### src/rtl/serial_adder.sv
// Digit-serial adder/subtractor: processes WIDTH-bit operands DIGIT bits per clock
// through one reused ripple slice, with start/done handshake and signed overflow.
//
// state  | meaning
// IDLE   | waiting for start, last result held
// RUN    | one slice per edge, counter 0..N-1
// DONE   | result valid, done pulse; start here chains the next op
module serial_adder #(
  parameter int WIDTH = 16,
  parameter int DIGIT = 4
) (
  input  logic             clk,
  input  logic             rst,
  input  logic             start,
  input  logic             sub,
  input  logic             car_in,
  input  logic [WIDTH-1:0] a,
  input  logic [WIDTH-1:0] b,
  output logic             busy,
  output logic             done,
  output logic [WIDTH-1:0] sum,
  output logic             car_out,
  output logic             overflow
);

  localparam int N  = WIDTH / DIGIT;
  localparam int CW = (N > 1) ? $clog2(N) : 1;

  typedef enum logic [1:0] {S_IDLE, S_RUN, S_DONE} state_t;

  state_t           state;
  logic [CW-1:0]    cnt;
  logic [WIDTH-1:0] a_sh;
  logic [WIDTH-1:0] b_sh;
  logic [WIDTH-1:0] res_sh;
  logic             carry;

  logic [DIGIT-1:0] slice_sum;
  logic             slice_cout;
  logic             slice_cmsb;
  logic [WIDTH-1:0] res_next;

  always_comb begin : slice_add
    logic c;
    c          = carry;
    slice_sum  = '0;
    slice_cmsb = 1'b0;
    for (int i = 0; i < DIGIT; i++) begin
      if (i == DIGIT - 1) slice_cmsb = c;
      slice_sum[i] = a_sh[i] ^ b_sh[i] ^ c;
      c = (a_sh[i] & b_sh[i]) | (c & (a_sh[i] ^ b_sh[i]));
    end
    slice_cout = c;
    // New digit enters at the top; after N slices the LSB digit sits at bit 0.
    res_next = WIDTH'({slice_sum, res_sh} >> DIGIT);
  end

  always_ff @(posedge clk) begin
    if (rst) begin
      state    <= S_IDLE;
      cnt      <= '0;
      a_sh     <= '0;
      b_sh     <= '0;
      res_sh   <= '0;
      carry    <= 1'b0;
      busy     <= 1'b0;
      done     <= 1'b0;
      sum      <= '0;
      car_out  <= 1'b0;
      overflow <= 1'b0;
    end else begin
      case (state)
        S_IDLE, S_DONE: begin
          done <= 1'b0;
          if (start) begin
            a_sh  <= a;
            b_sh  <= sub ? ~b : b;
            carry <= sub ? 1'b1 : car_in;
            cnt   <= '0;
            busy  <= 1'b1;
            state <= S_RUN;
          end else begin
            state <= S_IDLE;
          end
        end
        S_RUN: begin
          a_sh   <= a_sh >> DIGIT;
          b_sh   <= b_sh >> DIGIT;
          carry  <= slice_cout;
          res_sh <= res_next;
          if (cnt == CW'(N - 1)) begin
            cnt      <= '0;
            busy     <= 1'b0;
            done     <= 1'b1;
            sum      <= res_next;
            car_out  <= slice_cout;
            overflow <= slice_cmsb ^ slice_cout;
            state    <= S_DONE;
          end else begin
            cnt <= cnt + CW'(1);
          end
        end
        default: state <= S_IDLE;
      endcase
    end
  end

endmodule

### config.mk
export PLATFORM = sky130hd
export DESIGN_NAME = serial_adder
export DESIGN_NICKNAME = d
export VERILOG_FILES = /design/src/rtl/serial_adder.sv
export SDC_FILE = /design/constraint.sdc
export NUM_CORES = 1
export LEC_CHECK = 0
export ABC_AREA = 1
export CAP_MARGIN = 20
export CORE_MARGIN = 3
export CORE_UTILIZATION = 47
export CTS_CLUSTER_DIAMETER = 80
export DETAILED_ROUTE_END_ITERATION = 8
export PLACE_DENSITY_LB_ADDON = 0.08
export SLEW_MARGIN = 20
export SYNTH_ARGS = -nofsm -noshare
export SYNTH_HDL_FRONTEND = slang
export SYNTH_SLANG_ARGS = --single-unit
### constraint.sdc
create_clock -name clk -period 1.99 [get_ports clk]
set_input_delay 0.199 -clock clk [delete_from_list [all_inputs] [get_ports clk]]
set_output_delay 0.199 -clock clk [all_outputs]
set_load 0.01 [all_outputs]
==> Yosys cells after proc, flatten, opt, wreduce, memory -nomap -nowiden <==
Index checks and enable logic that the tools add are counted.
{ "totals": {"memories": 0, "input_bits": 37, "latchBits": 0, "ram_bits": 0, "register_bits": 73, "rom_bits": 0} }
{ "classes": {"mux": 19, "reduce_logical": 7, "n_eq_ne": 5, "addsub": 1, "div_mod_pow": 0, "shifts": 0, "n_lt_le_gt_ge": 0, "multipliers": 0, "bitwise": 22} }
{ "ops": {"columns": ["cell", "n"], "rows": [
  ["one-hot mux 16 bit (2 select lines)", 2],
  ["2-to-1 mux 16 bit", 3],
  ["NOT 16 bit", 1],
  ["XOR 1 bit", 9],
  ["bitwise AND 1 bit", 8],
  ["one-hot mux 2 bit (2 select lines)", 2],
  ["2-to-1 mux 1 bit", 6],
  ["2-to-1 mux 2 bit", 3],
  ["one-hot mux 1 bit (2 select lines)", 3],
  ["AND reduction 2 bit", 3],
  ["equality test 2 bit (second input constant)", 2],
  ["!= test 2 bit (second input constant)", 2],
  ["bitwise OR 1 bit", 4],
  ["AND reduction 3 bit", 1],
  ["adder 2 x 1 -> 2 bit (second input constant)", 1],
  ["equality test 2 x 1 -> 1 bit (second input constant)", 1],
  ["zero test 2 bit", 1],
  ["nonzero test 2 bit", 1],
  ["OR reduction 2 bit", 1]
]} }

==> Longest topological paths before layout <==
Gate-level depths: netlist (run 1).
{ "depth": {"word_depth": 10, "ltp_mapped": 12} }

==> Worst setup path after synthesis (run 1) <==
Ideal clock, no wire load.
{ "synth_path": {"path_kind": "reg-to-reg", "from": "register a_sh[0]", "to": "register sum[15]", "required_time_ns": 1.916, "arrival_time_ns": 1.968, "path_stages_with_launch": 9, "setup_ns": 0.074, "setup_slack_ns": -0.052, "synth_period_minus_slack_ns": 2.042, "cell_sequence": "dfxtp_1 > fa_1 > inv_1 > fa_1 > inv_1 > fa_1 > inv_1 > fa_1 > o21ai_0"} }
{ "synth_via": {"elab_chain_cells": 8, "word_cells_on_any_way": 9} }
{ "synth_lines": {"columns": ["item", "line_no", "rtl"], "rows": [
  ["from (decl)", "33", "logic [WIDTH-1:0] a_sh;"],
  ["from (signal assigned)", "87", "a_sh <= a_sh >> DIGIT;"],
  ["XOR 1 bit", "51", "c = (a_sh[i] & b_sh[i]) | (c & (a_sh[i] ^ b_sh[i]));"],
  ["bitwise AND 1 bit", "51", null],
  ["bitwise OR 1 bit (*)", "51", null],
  ["bitwise AND 1 bit (*)", "51", null],
  ["bitwise OR 1 bit (*)", "51", null],
  ["bitwise AND 1 bit (*)", "51", null],
  ["bitwise OR 1 bit (*)", "51", null],
  ["XOR 1 bit (*)", "50", "slice_sum[i] = a_sh[i] ^ b_sh[i] ^ c;"],
  ["to (signal assigned)", "95", "sum <= res_next;"],
  ["to (decl)", "21", "output logic [WIDTH-1:0] sum,"]
]} }
Mark *: on every way between the ends. The rest lies on a longest branch, timed or not.
A chain may end at the register's enable or synchronous reset.

==> Worst setup path in the final report (run 1) <==
{ "layout_path": {"from": "register a_sh[0]", "to": "register res_sh[15]"} }
{ "layout_via": {"elab_chain_cells": 8, "word_cells_on_any_way": 9} }
{ "layout_lines": {"columns": ["item", "line_no", "rtl"], "rows": [
  ["XOR 1 bit", "51", null],
  ["bitwise AND 1 bit", "51", null],
  ["bitwise OR 1 bit (*)", "51", null],
  ["bitwise AND 1 bit (*)", "51", null],
  ["bitwise OR 1 bit (*)", "51", null],
  ["bitwise AND 1 bit (*)", "51", null],
  ["bitwise OR 1 bit (*)", "51", null],
  ["XOR 1 bit (*)", "50", null],
  ["to (signal assigned)", "90", "res_sh <= res_next;"],
  ["to (decl)", "35", "logic [WIDTH-1:0] res_sh;"]
]} }
Marked as above.

==> flow_summary.toml, run 1 <==
[status]
outcome = "complete, but fails checks"
violations = "setup timing"

[min_path]
whs_endpoint = "a_sh[12]$_SDFFE_PP0P_"
holdCritPathClass = "input pin to flop"
hold_depth = 3
holdCritStartpoint = "a[12]"

[critical_path]
reg2reg_depth = 8
critPathMaxFanout = 2
worstSetupPathType = "flop to flop"
critPathRequiredTime_ns = 2.26
cp-end-kind = "flop"
cp_data_arrival_time_ns = 2.34
rrSetupSlack_ns = -0.08
timing.rr.start = "a_sh[0]$_SDFFE_PP0P_"
r2r_end = "res_sh[15]$_SDFFE_PP0P_"
startpoint_type = "flop"

[clocking]
cts_tree = "done"
cts_inserted_buffers = 9
htreeDepth = 3
cts_root_buf = "clkbuf_8"
clk_pin_slew_ns = 0.07
clock_path_buffers = 2
clk_latency_ns = 0.33
cts_sinks = 69
cts_hold_buf = 0

[die]
core_um2 = 6130
io-pin-count = 57
die_h_um = 87.2
fp.dieArea_um2 = 7600
rows = 28
die_w_um = 87.2
start_util_pct = 50.5

[synthesis]
synth_area_per_cell_um2 = 6.94
synth.distinct_cells = 19
synth_warnings = 0
synthCells = 446
ys_seq_area_share_pct = 44.6
syn_area_um2 = 3100
synth_seq_cells = 69
synth_nets = 488

[run]
max-cap-violations = 0

[global_route]
grt_pass1_wl_mm = 11.8
globalRouteOverflowTotal = 0
grt_use_total_pct = 19.6
grt_start_max_net_pins = 32
first_global_vias = 2660
antenna_found_initial = 0

[detailed_routing]
post_drt_wl_per_cell_um = 12.0
ant_nets = 0
drt_iter0_drc = 80
viasPerCell = 4.83
drt-total-wl_mm = 6.93
route.detailed.drc = 0
vias = 2798
drt-pass1-iter-count = 5

[pwr]
max-vdd-ir-drop_uv = 470
power_leakage_nw = 1.83
power_density_nw_per_um2 = 786

[cells_and_area]
multi_input_comb_area_um2 = 1380
diodes = 0
drive_gt1_share_pct = 9.92
mostFrequentLayoutCells = "149 x nand2_1, 66 x dfxtp_1, 56 x clkdlybuf4s50_1"
nNetsFinal = 543
layout_commonest_cell = "nand2_1"
fillers = 592
ff_latch_area_um2 = 1390
stdcell_area_um2 = 3940
syn_to_final_growth_pct = 27.2

[placement]
post_dp_cell_area_um2 = 3680
io_buffer_count = 56
place.gp.congestion = 0.799
hpwl_mm = 4.74

[timing]
hold_violations = 0
min_period_ns = 2.07
postLayoutSetupSlackWorst_ns = -0.0799
clock-skew-final_ns = 0.00576
rsz0062_at_grt = "yes"
timing.final.crit_share_pct = 104
max_slew_margin_pct = 75.8
final.setup.tns_ns = -0.255
drv_slew = 0
setup_viol = 4
worstMarginPinSlew_ns = 0.363
timing.fmax_mhz = 483
## power breakdown
| group | total [mW] | internal, mW | switching (mW) |
|---|---|---|---|
| Sequential | 1.51 | 1.46 | 0.0465 |
| Clock | 1.15 | 0.669 | 0.483 |
| Combinational | 0.438 | 0.194 | 0.243 |
## final cells by class
| type | count | area share (%) |
|---|---|---|
| tap | 75 | 2.38 |
| clock inverter | 1 | 0.763 |
| timing repair buffer | 67 | 17.0 |
| multi-input combinational | 297 | 35.0 |
| sequential | 69 | 35.2 |
| clock buffer | 13 | 4.29 |
| inverter | 57 | 5.44 |
## routing by layer
layer	part of all wire, %	vias to the layer above	GRT usage, %
met4	2.0	0	9.21
li1	-	1478	-
met5	0	-	0
met1	47	1255	23.8
met2	48	52	33.6
met3	3.4	13	3.41
## worst max-delay path, stage by stage (launching register included)
cell and delay [ns]:
dfxtp_2 0.33, fa_2 0.38, inv_2 0.06, fa_2 0.18, inv_2 0.04, fa_2 0.34, inv_2 0.08, fa_2 0.45
a21oi_2 0.13
## cells by family after synthesis
kind of cell	after synthesis	share of synthesized area, %
flip-flops	69	44.6
adder cells (fa/ha/maj)	5	2.99
AO/OA/AOI/OAI	54	8.89
buffers and inverters	80	11.6
AND/OR/NAND/NOR	238	31.9
## flip-flops by register name, summed over array words and instances, names as in the netlist
| signal | flops |
|---|---|
| b_sh | 16 |
| a_sh | 16 |
| sum | 16 |
| cnt | 2 |
| done | 1 |
| car_out | 1 |
| busy | 1 |
| state | 2 |
| overflow | 1 |
| res_sh | 12 |
| carry | 1 |
## cells in the mapped netlist
library cell  instances  area share (%)
a211oi_1              2            0.48
nor2_4                2            0.73
nor2_1               39             4.7
inv_2                 5            0.61
nand3_1              42             6.8
inv_1                52             6.3
o21ai_0              23             3.7
nand2_2               1            0.20
dfxtp_1              69              45
nand2_1             151              18
ha_1                  1            0.40
buf_2                 6            0.97
buf_4                 4            0.97
a21oi_1              29             4.7
fa_1                  4             2.6
buf_6                 5             1.8
nand2_4               3             1.1
clkbuf_1              7            0.85
buf_1                 1            0.12
## through the flow
step                worst slack, ns  std cells  hold slack (ns)  util [%]  power, mW
floorplan                   0.00826        446            0.346         -       1.81
global placement            -0.0706        561            0.449      60.1       1.95
detailed placement           -0.150        561            0.452      60.1       1.96
CTS                         -0.0811        576            0.408      63.7       3.11
global route                 -0.162        579            0.443      64.2       3.24
finish                      -0.0799        579            0.421      64.2       3.10
## worst max path at each step
| stage | slack (ns) | endpoint | from | depth (start not counted) |
|---|---|---|---|---|
| after floorplan | 0.008 | overflow$_SDFFE_PP0P_ | a_sh[0]$_SDFFE_PP0P_ | 11 |
| after global placement | -0.07 | overflow$_SDFFE_PP0P_ | a_sh[0]$_SDFFE_PP0P_ | 11 |
| after detailed placement | -0.15 | overflow$_SDFFE_PP0P_ | a_sh[0]$_SDFFE_PP0P_ | 11 |
| after CTS | -0.08 | res_sh[15]$_SDFFE_PP0P_ | a_sh[0]$_SDFFE_PP0P_ | 8 |
| after global routing | -0.16 | res_sh[15]$_SDFFE_PP0P_ | a_sh[0]$_SDFFE_PP0P_ | 8 |
| final | -0.08 | res_sh[15]$_SDFFE_PP0P_ | a_sh[0]$_SDFFE_PP0P_ | 8 |
## what timing repair did
item	4_1_cts	5_1_grt
setup endpoints to repair	5	5
buffers inserted	1	3
cloned	0	0
resized for setup	8	6
pin swaps	2	3
No activity file was read; power rests on OpenSTA's default activity.
==> inputs of run 2 (changes only) <==
- GPL_TIMING_DRIVEN: not set -> 0
- SKIP_CTS_REPAIR_TIMING: not set -> 1
==> flow_summary.toml, run 2 (synthesis gave the netlist of run 1 again) <==
[timing]
clock-skew-final_ns = 0.00614
setup_viol = 4
drv_slew = 0
hold_violations = 0
max_slew_margin_pct = 67.1
min_period_ns = 2.11
postLayoutSetupSlackWorst_ns = -0.124
rsz0062_at_grt = "yes"
worstMarginPinSlew_ns = 0.494
timing.final.crit_share_pct = 106
timing.fmax_mhz = 473

[cells_and_area]
syn_to_final_growth_pct = 28.0
top_regs = "a_sh (16), b_sh (16), sum (16)"
diodes = 0
nNetsFinal = 555
drive_gt1_share_pct = 11.4
stdcell_area_um2 = 3960
layout_commonest_cell = "nand2_1"
mostFrequentLayoutCells = "149 x nand2_1, 66 x dfxtp_1, 55 x clkdlybuf4s50_1"

[clocking]
htreeDepth = 3
cts_sinks = 69
clk_latency_ns = 0.34
clock_path_buffers = 2
cts_tree = "done"
clk_pin_slew_ns = 0.08
cts_inserted_buffers = 9
cts_root_buf = "clkbuf_8"

[die]
fp.dieArea_um2 = 7600
core_um2 = 6130
rows = 28
start_util_pct = 50.5
die_h_um = 87.2
die_w_um = 87.2
io-pin-count = 57

[pwr]
power_leakage_nw = 1.84
power_switching_mw = 0.832
swShare_pct = 27.6
clkPwrFrac_pct = 35.0
max-vdd-ir-drop_uv = 561
total_power_mw = 3.01
power_frac_seq_pct = 50.1
power_density_nw_per_um2 = 759
internal_power_mw = 2.18
combPwrFrac_pct = 15.0

[detailed_routing]
route.detailed.drc = 0
viasPerCell = 4.91
drt_iter0_drc = 147
ant_nets = 0
drt-total-wl_mm = 7.25
drt-pass1-iter-count = 4
vias = 2910
post_drt_wl_per_cell_um = 12.2

[placement]
post_dp_cell_area_um2 = 3740
pre_cts_ws_ns = -0.233
place.gp.congestion = 0.791
io_buffer_count = 55
hpwl_mm = 5.24

[run]
max-cap-violations = 0

[critical_path]
crit_family = "adder cells"
worstSetupPathType = "flop to flop"
timing.rr.start = "b_sh[0]$_SDFFE_PP0P_"
path_buf_inv = 3
cp_num_cells = 8
cp-end-kind = "flop"
cp_common_cell = "fa_2"
critPathSlowestCell = "fa_2"
critPathMaxFanout = 2
critPathRequiredTime_ns = 2.26
startpoint_type = "flop"
cp_data_arrival_time_ns = 2.39
crit_start = "b_sh[0]$_SDFFE_PP0P_"
crit_chain = "fa_2 > inv_2 > fa_2 > inv_2 > fa_2 > inv_2 > fa_2 > a21oi_2"
r2r_end = "res_sh[15]$_SDFFE_PP0P_"
critPathCapture = "res_sh[15]$_SDFFE_PP0P_"
slowest_delay_ns = 0.45
rrSetupSlack_ns = -0.12
reg2reg_depth = 8

[status]
outcome = "complete, but fails checks"
violations = "setup timing"

[min_path]
holdCritPathClass = "input pin to flop"

[global_route]
grt_use_total_pct = 20.7
globalRouteOverflowTotal = 0
first_global_vias = 2710
grt_pass1_wl_mm = 12.3
grt_start_max_net_pins = 13
antenna_found_initial = 0
==> run 2: changes by cell type in the layout (fill, tap and decap cells not counted), moves of 2 or more <==
cell,delta
clkbuf_1,+6
buf_4,-4
buf_6,+5
buf_12,-2
clkinvlp_4,+4
buf_2,+6
==> run 2: worst min-delay path by stage <==
stage	start	endpoint	slack, ns	cells after the start
3_5_place_dp	a_sh[6]$_SDFFE_PP0P_	a_sh[6]$_SDFFE_PP0P_	0.45	2
6_report	rst	a_sh[0]$_SDFFE_PP0P_	0.18	2
2_1_floorplan	a[12]	a_sh[12]$_SDFFE_PP0P_	0.35	2
3_3_place_gp	cnt[0]$_SDFFE_PP0P_	cnt[0]$_SDFFE_PP0P_	0.44	1
4_1_cts	rst	a_sh[0]$_SDFFE_PP0P_	0.18	2
5_1_grt	rst	res_sh[5]$_SDFFE_PP0P_	0.21	2
==> run 2: power groups by stage <==
| stage | clock [mW] | combinational, mW | sequential, mW |
|---|---|---|---|
| global placement | 0 | 0.435 | 1.53 |
| CTS | 1.07 | 0.445 | 1.50 |
| global route | 1.14 | 0.513 | 1.51 |
| detailed placement | 0 | 0.442 | 1.54 |
| finish | 1.05 | 0.450 | 1.51 |
| floorplan | 0 | 0.285 | 1.52 |
==> run 2: layout make-up <==
class / count / area, um2
fillers: 576 / 2170
flip-flops and latches: 69 / 1390
multi-input cells: 297 / 1380
repair buffers: 56 / 558
inverters: 57 / 214
clock buffers: 11 / 151
plain buffers: 23 / 146
well taps: 75 / 93.8
clock inverters: 5 / 35.0
==> run 2: stage by stage <==
stage / TNS (ns) / cells / hold slack, ns / utilization, %
floorplan: 0 / 446 / 0.346 / -
global placement: -0.548 / 576 / 0.444 / 61.0
detailed placement: -0.688 / 576 / 0.454 / 61.0
finish: -0.355 / 593 / 0.182 / 64.6
global route: -0.698 / 593 / 0.211 / 64.6
CTS: -0.845 / 592 / 0.185 / 64.1
==> run 2: layer usage <==
metal	track usage [%]	wire length, um	vias up
li1	-	-	1509
met1	25.7	3160	1307
met2	35.1	3510	79
met3	3.50	425	15
met4	8.93	158	0
met5	0	0	-
==> inputs of run 3 (changes only) <==
--- a/constraint.sdc
+++ b/constraint.sdc
@@ -3,2 +3,2 @@
 set_output_delay 0.199 -clock clk [all_outputs]
-set_load 0.01 [all_outputs]
+set_load 0.1 [all_outputs]
==> flow_summary.toml, run 3 (synthesis gave the netlist of run 1 again) <==
[status]
outcome = "complete, but fails checks"
violations = "setup timing"

[timing]
setup_viol = 4
hold_violations = 0
postLayoutSetupSlackWorst_ns = -0.125
clock-skew-final_ns = 0.00579
worstMarginPinSlew_ns = 0.973
rsz0062_at_grt = "yes"
max_slew_margin_pct = 35.0
timing.final.crit_share_pct = 106
drv_slew = 0
timing.fmax_mhz = 473
min_period_ns = 2.11

[pwr]
power_switching_mw = 0.849
max-vdd-ir-drop_uv = 563
power_frac_seq_pct = 49.8
clkPwrFrac_pct = 34.8
power_leakage_nw = 2.21
internal_power_mw = 2.18
power_density_nw_per_um2 = 754
combPwrFrac_pct = 15.5
swShare_pct = 28.1
total_power_mw = 3.03

[detailed_routing]
drt-pass1-iter-count = 4
viasPerCell = 4.89
vias = 2901
post_drt_wl_per_cell_um = 12.3
drt-total-wl_mm = 7.30
ant_nets = 0
drt_iter0_drc = 154
route.detailed.drc = 0

[clocking]
clk_pin_slew_ns = 0.08
clk_latency_ns = 0.34
cts_sinks = 69
cts_root_buf = "clkbuf_8"
cts_inserted_buffers = 9
clock_path_buffers = 2
htreeDepth = 3
cts_tree = "done"

[cells_and_area]
layout_commonest_cell = "nand2_1"
diodes = 0
top_regs = "a_sh (16), b_sh (16), sum (16)"
stdcell_area_um2 = 4010
mostFrequentLayoutCells = "149 x nand2_1, 66 x dfxtp_1, 48 x inv_1"
drive_gt1_share_pct = 11.4
finish.utilization_pct = 65.4
syn_to_final_growth_pct = 29.6
nNetsFinal = 555

[critical_path]
crit_start = "b_sh[0]$_SDFFE_PP0P_"
cp_data_arrival_time_ns = 2.39
cp_common_cell = "fa_2"
critPathMaxFanout = 2
critPathRequiredTime_ns = 2.26
startpoint_type = "flop"
cp-end-kind = "flop"
slowest_delay_ns = 0.45
worstSetupPathType = "flop to flop"
timing.rr.start = "b_sh[0]$_SDFFE_PP0P_"
crit_chain = "fa_2 > inv_2 > fa_2 > inv_2 > fa_2 > inv_2 > fa_2 > a21oi_2"
critPathSlowestCell = "fa_2"

[run]
max-cap-violations = 0

[die]
core_um2 = 6130
fp.dieArea_um2 = 7600
io-pin-count = 57
die_h_um = 87.2
start_util_pct = 50.5
die_w_um = 87.2
rows = 28

[global_route]
grt_start_max_net_pins = 13
globalRouteOverflowTotal = 0
antenna_found_initial = 0
first_global_vias = 2710
grt_pass1_wl_mm = 12.3
grt_use_total_pct = 20.7

[min_path]
holdCritStartpoint = "rst"
holdCritPathClass = "input pin to flop"

[placement]
io_buffer_count = 55
place.gp.congestion = 0.791
pre_cts_ws_ns = -0.233
hpwl_mm = 5.24
post_dp_cell_area_um2 = 3740
run 3: metrics by stage:
| step | hold WS (ns) | std cells | TNS, ns |
|---|---|---|---|
| floorplan | 0.346 | 446 | 0 |
| global placement | 0.444 | 576 | -0.548 |
| detailed placement | 0.454 | 576 | -0.688 |
| CTS | 0.185 | 592 | -1.39 |
| global route | 0.211 | 593 | -0.698 |
| finish | 0.180 | 593 | -0.357 |
run 3: worst max-delay path, delay by kind of cell, from the launching register on:
family	cells	cell delay, ns
flip-flops	1	0.34
buffers and inverters	3	0.18
AO/OA/AOI/OAI	1	0.14
adder cells (fa/ha/maj)	4	1.40
run 3: power groups by stage:
stage	Combinational (mW)	Sequential, mW	Clock [mW]
2_1_floorplan	0.286	1.54	0
3_3_place_gp	0.452	1.53	0
3_5_place_dp	0.459	1.54	0
4_1_cts	0.462	1.50	1.07
5_1_grt	0.530	1.51	1.14
6_report	0.468	1.51	1.05
run 3: layout make-up:
cell class	count	area, um2
plain buffers	23	146
repair buffers	56	608
fillers	571	2120
multi-input cells	297	1380
clock inverters	5	35.0
clock buffers	11	151
inverters	57	214
flip-flops and latches	69	1390
well taps	75	93.8
run 3: per-layer routing:
metal / share of wire, % / up-vias / GRT usage (%)
met1: 44 / 1307 / 25.7
met2: 48 / 72 / 35.1
met5: 0 / - / 0
met3: 5.5 / 15 / 3.50
met4: 2.1 / 0 / 8.93
li1: - / 1507 / -
run 3: final timing paths:
kind / endpoint / slack (ns) / cells after the start
hold reg to reg: a_sh[12]$_SDFFE_PP0P_ / 0.46 / 2
setup reg to reg: res_sh[15]$_SDFFE_PP0P_ / -0.12 / 8
hold / removal: a_sh[0]$_SDFFE_PP0P_ / 0.18 / 2
setup / recovery: res_sh[15]$_SDFFE_PP0P_ / -0.12 / 8
==> edit 1 (config.mk and constraints of run 2) <==
The 3 states of `state_t` get a one-hot encoding in 3 bits.
--- a/src/rtl/serial_adder.sv
+++ b/src/rtl/serial_adder.sv
@@ -26,7 +26,7 @@
   localparam int N  = WIDTH / DIGIT;
   localparam int CW = (N > 1) ? $clog2(N) : 1;
 
-  typedef enum logic [1:0] {S_IDLE, S_RUN, S_DONE} state_t;
+  typedef enum logic [2:0] {S_IDLE = 3'b001, S_RUN = 3'b010, S_DONE = 3'b100} state_t;
 
   state_t           state;
   logic [CW-1:0]    cnt;
Formal check against the unedited RTL: no difference found for any inputs over 10 cycles, from zero or initial values and one cycle with rst high; not proved beyond that.
==> edit 1 against run 2 <==
Synthesized cell count grew 2.0%. Sequential cell count grew 1. Largest power group unchanged. Largest cell class is now multi-input combinational cells. Critical path depth increased by 3. Clock power rose by 21%. Power grew 6.4%. Design area increased by 4.4%. Die area increased by 4.0%. Worst hold slack better by 0.18 ns. Worst setup slack improved by 0.0045 ns. Sequential share of layout area fell by 0.98 points. Fmax increased by 0.21%. Routed wire length is 4.5% higher. Area after synthesis rose by 4.3%. The flow still finishes with violations (setup timing).
==> edit 1: results (changes against run 2) <==
VDD IR max=0.495 mV (-12%); combinational group power=427 uW (-5.1%); DP HPWL=5.45 mm (+3.8%); cell-internal power=2390 uW (+9.7%); Final Skew=0.00522 ns (-0.000918 ns); setup violators final=4 (unchanged); # fillers=621 (+7.8%); Critical Path Max Stage Delay=0.38 ns (-0.07 ns); clock buf count=10 (-1); CTS Sinks=70 (+1.4%); Adder-Cell Fraction of Synth Area=2.87% (-0.12 points); Synth cell types=25 (+6); top cell type's share of synthesized area=43.4% (-1.2 points); status=complete, but fails checks; met3 wire len=280 um (-34%); 1st-iter DRT viols=117 (-20%); Min Hold Slack=0.362 ns (+0.180 ns); failing checks=setup timing; Final GP Congestion=0.831 (+5.1%); vias in the first global route=2,788 (+2.9%); Post-Place Worst Slack=-0.158 ns (+0.0752 ns); sequential share of cell area=34.0% (-0.98 points); Vias=3,044 (+4.6%); relative max-transition margin=63.8% (-3.3 points); Post-Route M1 WL=3.43 mm (+8.5%); Hold Crit Endpoint=b_sh[4]$_SDFFE_PP0P_; setup slack after layout=-0.119 ns (+0.00449 ns); routed length per instance=12.5 um (+2.4%); xor/xnor cell area share of the yosys netlist=1.36% (+1.4 points); multi-input gates=327 (+10%); area of the multi-input gates=1570 um^2 (+14%); GRT Util Overall=20.7% (+0.038 points); hold_sp=sub; non-clk buf share=17.8% (about the same); P_leak=0.00183 uW (-0.25%)
## edit 1: cell types whose count changed in the layout (fill, tap and decap cells not counted), moves of 5 or more
cell | run 2 | this run
buf_2 | 6 | 15
xor2_1 | 0 | 5
o21ai_1 | 1 | 8
inv_2 | 9 | 4
inv_1 | 48 | 23
o21ai_0 | 22 | 15
nand3_1 | 42 | 65
a21oi_1 | 27 | 38
## edit 1: per-stage QoR
| stage | power [uW] | utilization, % | setup TNS [ns] | instances |
|---|---|---|---|---|
| after floorplan | 1790 | - | -0.0190 | 455 |
| after global placement | 1940 | 59.8 | -0.265 | 587 |
| after detailed placement | 1950 | 59.8 | -0.423 | 587 |
| after CTS | 3210 | 63.2 | -0.489 | 603 |
| after global routing | 3340 | 63.7 | -0.753 | 605 |
| final | 3200 | 63.7 | -0.381 | 605 |
==> edit 2 (settings of run 2) <==
Without the edit above. Change the parameter `WIDTH` from 16 to 64.
--- a/src/rtl/serial_adder.sv
+++ b/src/rtl/serial_adder.sv
@@ -6,7 +6,7 @@
 // RUN    | one slice per edge, counter 0..N-1
 // DONE   | result valid, done pulse; start here chains the next op
 module serial_adder #(
-  parameter int WIDTH = 16,
+  parameter int WIDTH = 64,
   parameter int DIGIT = 4
 ) (
   input  logic             clk,
Interface: changed (resized a, b and sum); port bits go from 57 to 201. No check against the original RTL was run, so the function may have changed too.
==> edit 2 against run 2 <==
The run still ends with setup timing left. Fmax increased by 0.20%. Worst setup slack improved by 0.0042 ns. Critical path depth unchanged. Combinational power increased to 3.5 times the old value. Area after synthesis increased to 3.6 times the old value. Worst hold slack got worse by 0.10 ns. Power increased to 4.1 times the old value. Sequential share of layout area increased by 1.7 points. Non-clock buffer count increased by 231. Sequential cell count increased by 194. Routed wire length increased to 3.9 times the old value. Count of clock-buffer cells in the layout increased by 30. Die area increased to 3.4 times the old value. Design area increased to 3.6 times the old value. Largest cell class unchanged.
==> edit 2: results (changes against run 2) <==
DP HPWL=20.5 mm (+290%); initial antenna violation count=2 (+2); first-pass GRT wire length=46.2 mm (+280%); VDD IR max=0.557 mV (-0.63%); setup violators final=4 (unchanged); Port Buffers=198 (+260%); routed length per instance=13.2 um (+8.1%); GRT Util Overall=21.3% (+0.60 points); Initial DRT Pass Iterations=5 (+1); Slew @ Worst Pin=0.646 ns (+0.152 ns); Post-Place Worst Slack=-0.153 ns (+0.0808 ns); Synth area leaders=dfxtp_1 47%, nand2_1 17%, nand3_1 7.2%, nor2_1 6.2%, xor2_1 4.9%; P_sw=3140 uW (+280%); reg-to-reg critical path endpoint=res_sh[63]$_SDFFE_PP0P_; status=complete, but fails checks; Min Hold Slack=0.0812 ns (-0.100 ns); clock buffer count from CTS=27 (+18); synthesized area per cell=7.14 um^2 (+2.9%); crit path launch=carry$_SDFFE_PP0P_; clock slew at reported path FFs=0.06 ns (-0.02 ns); Synth cell types=26 (+7); Final nets=1,923 (+250%); Vias=10,282 (+250%); layout cells sized above 1=7.88% (-3.5 points); setup slack after layout=-0.119 ns (+0.00423 ns); vias in the first global route=9,679 (+260%); Routed WL=28.0 mm (+290%); Final GP Congestion=0.850 (+7.5%); Hold Crit Endpoint=sum[40]$_SDFFE_PP0P_; syn_nets=1,694 (+250%); root buffer cell=clkbuf_16; Sum Neg Setup Slack=-0.415 ns (-0.0608 ns); failing checks=setup timing; hold path cells=4 (+2); top post-synthesis cells by count=512 x nand2_1, 263 x dfxtp_1, 183 x nor2_1, 160 x nand3_1, 106 x a21oi_1
==> edit 2: cell types whose count changed after synthesis, moves of 22 or more <==
cell,change
nand2_1,+361
dfxtp_1,+194
nor2_1,+144
nand3_1,+118
a21oi_1,+77
xor2_1,+62
buf_2,+56
o21ai_0,+42
clkbuf_1,+24
inv_1,+22
==> edit 2: power by group through the flow <==
stage	sequential (uW)	clock [uW]	combinational, uW
floorplan	5830	0	1020
global placement	5880	0	1550
detailed placement	5890	0	1580
CTS	5770	4940	1580
global route	5810	5160	1810
finish	5780	4840	1580
==> edit 2: layout make-up <==
class                      instances  area [um^2]
sequential                       263         5270
clock buffer                      41          808
inverter                          77          289
buffer                           110          562
tap                              313          392
multi-input combinational       1106         5030
clock inverter                     6         47.5
fill                            2149         8520
timing repair buffer             200         2000
==> edit 2: per-layer routing <==
metal | up-vias | wire length, um | GRT usage (%) | share of wire (%)
met5 | - | 34 | 0 | 0.12
met4 | 4 | 612 | 4.89 | 2.2
met3 | 54 | 1500 | 3.55 | 5.4
met2 | 257 | 13000 | 36.1 | 46
met1 | 4633 | 12900 | 28.5 | 46
li1 | 5334 | - | - | -
==> edit 2: cell families (layout without fill, tap and decap cells) <==
group | after synthesis | in the layout | share of synthesized area, %
compound gates | 174 | 174 | 7.86
buf+inv | 187 | 434 | 7.65
xor+xnor | 62 | 62 | 4.88
fa+ha+maj | 5 | 5 | 0.833
simple gates | 865 | 865 | 31.4
flops | 263 | 263 | 47.4
==> edit 2: through the flow <==
stage                     cell area (um^2)  utilization, %  power, uW
after floorplan                      11100               -       6840
after global placement               13500            58.9       7420
after detailed placement             13500            58.9       7460
after CTS                            14300            62.6      12300
after global routing                 14400            62.8      12800
final                                14400            62.8      12200
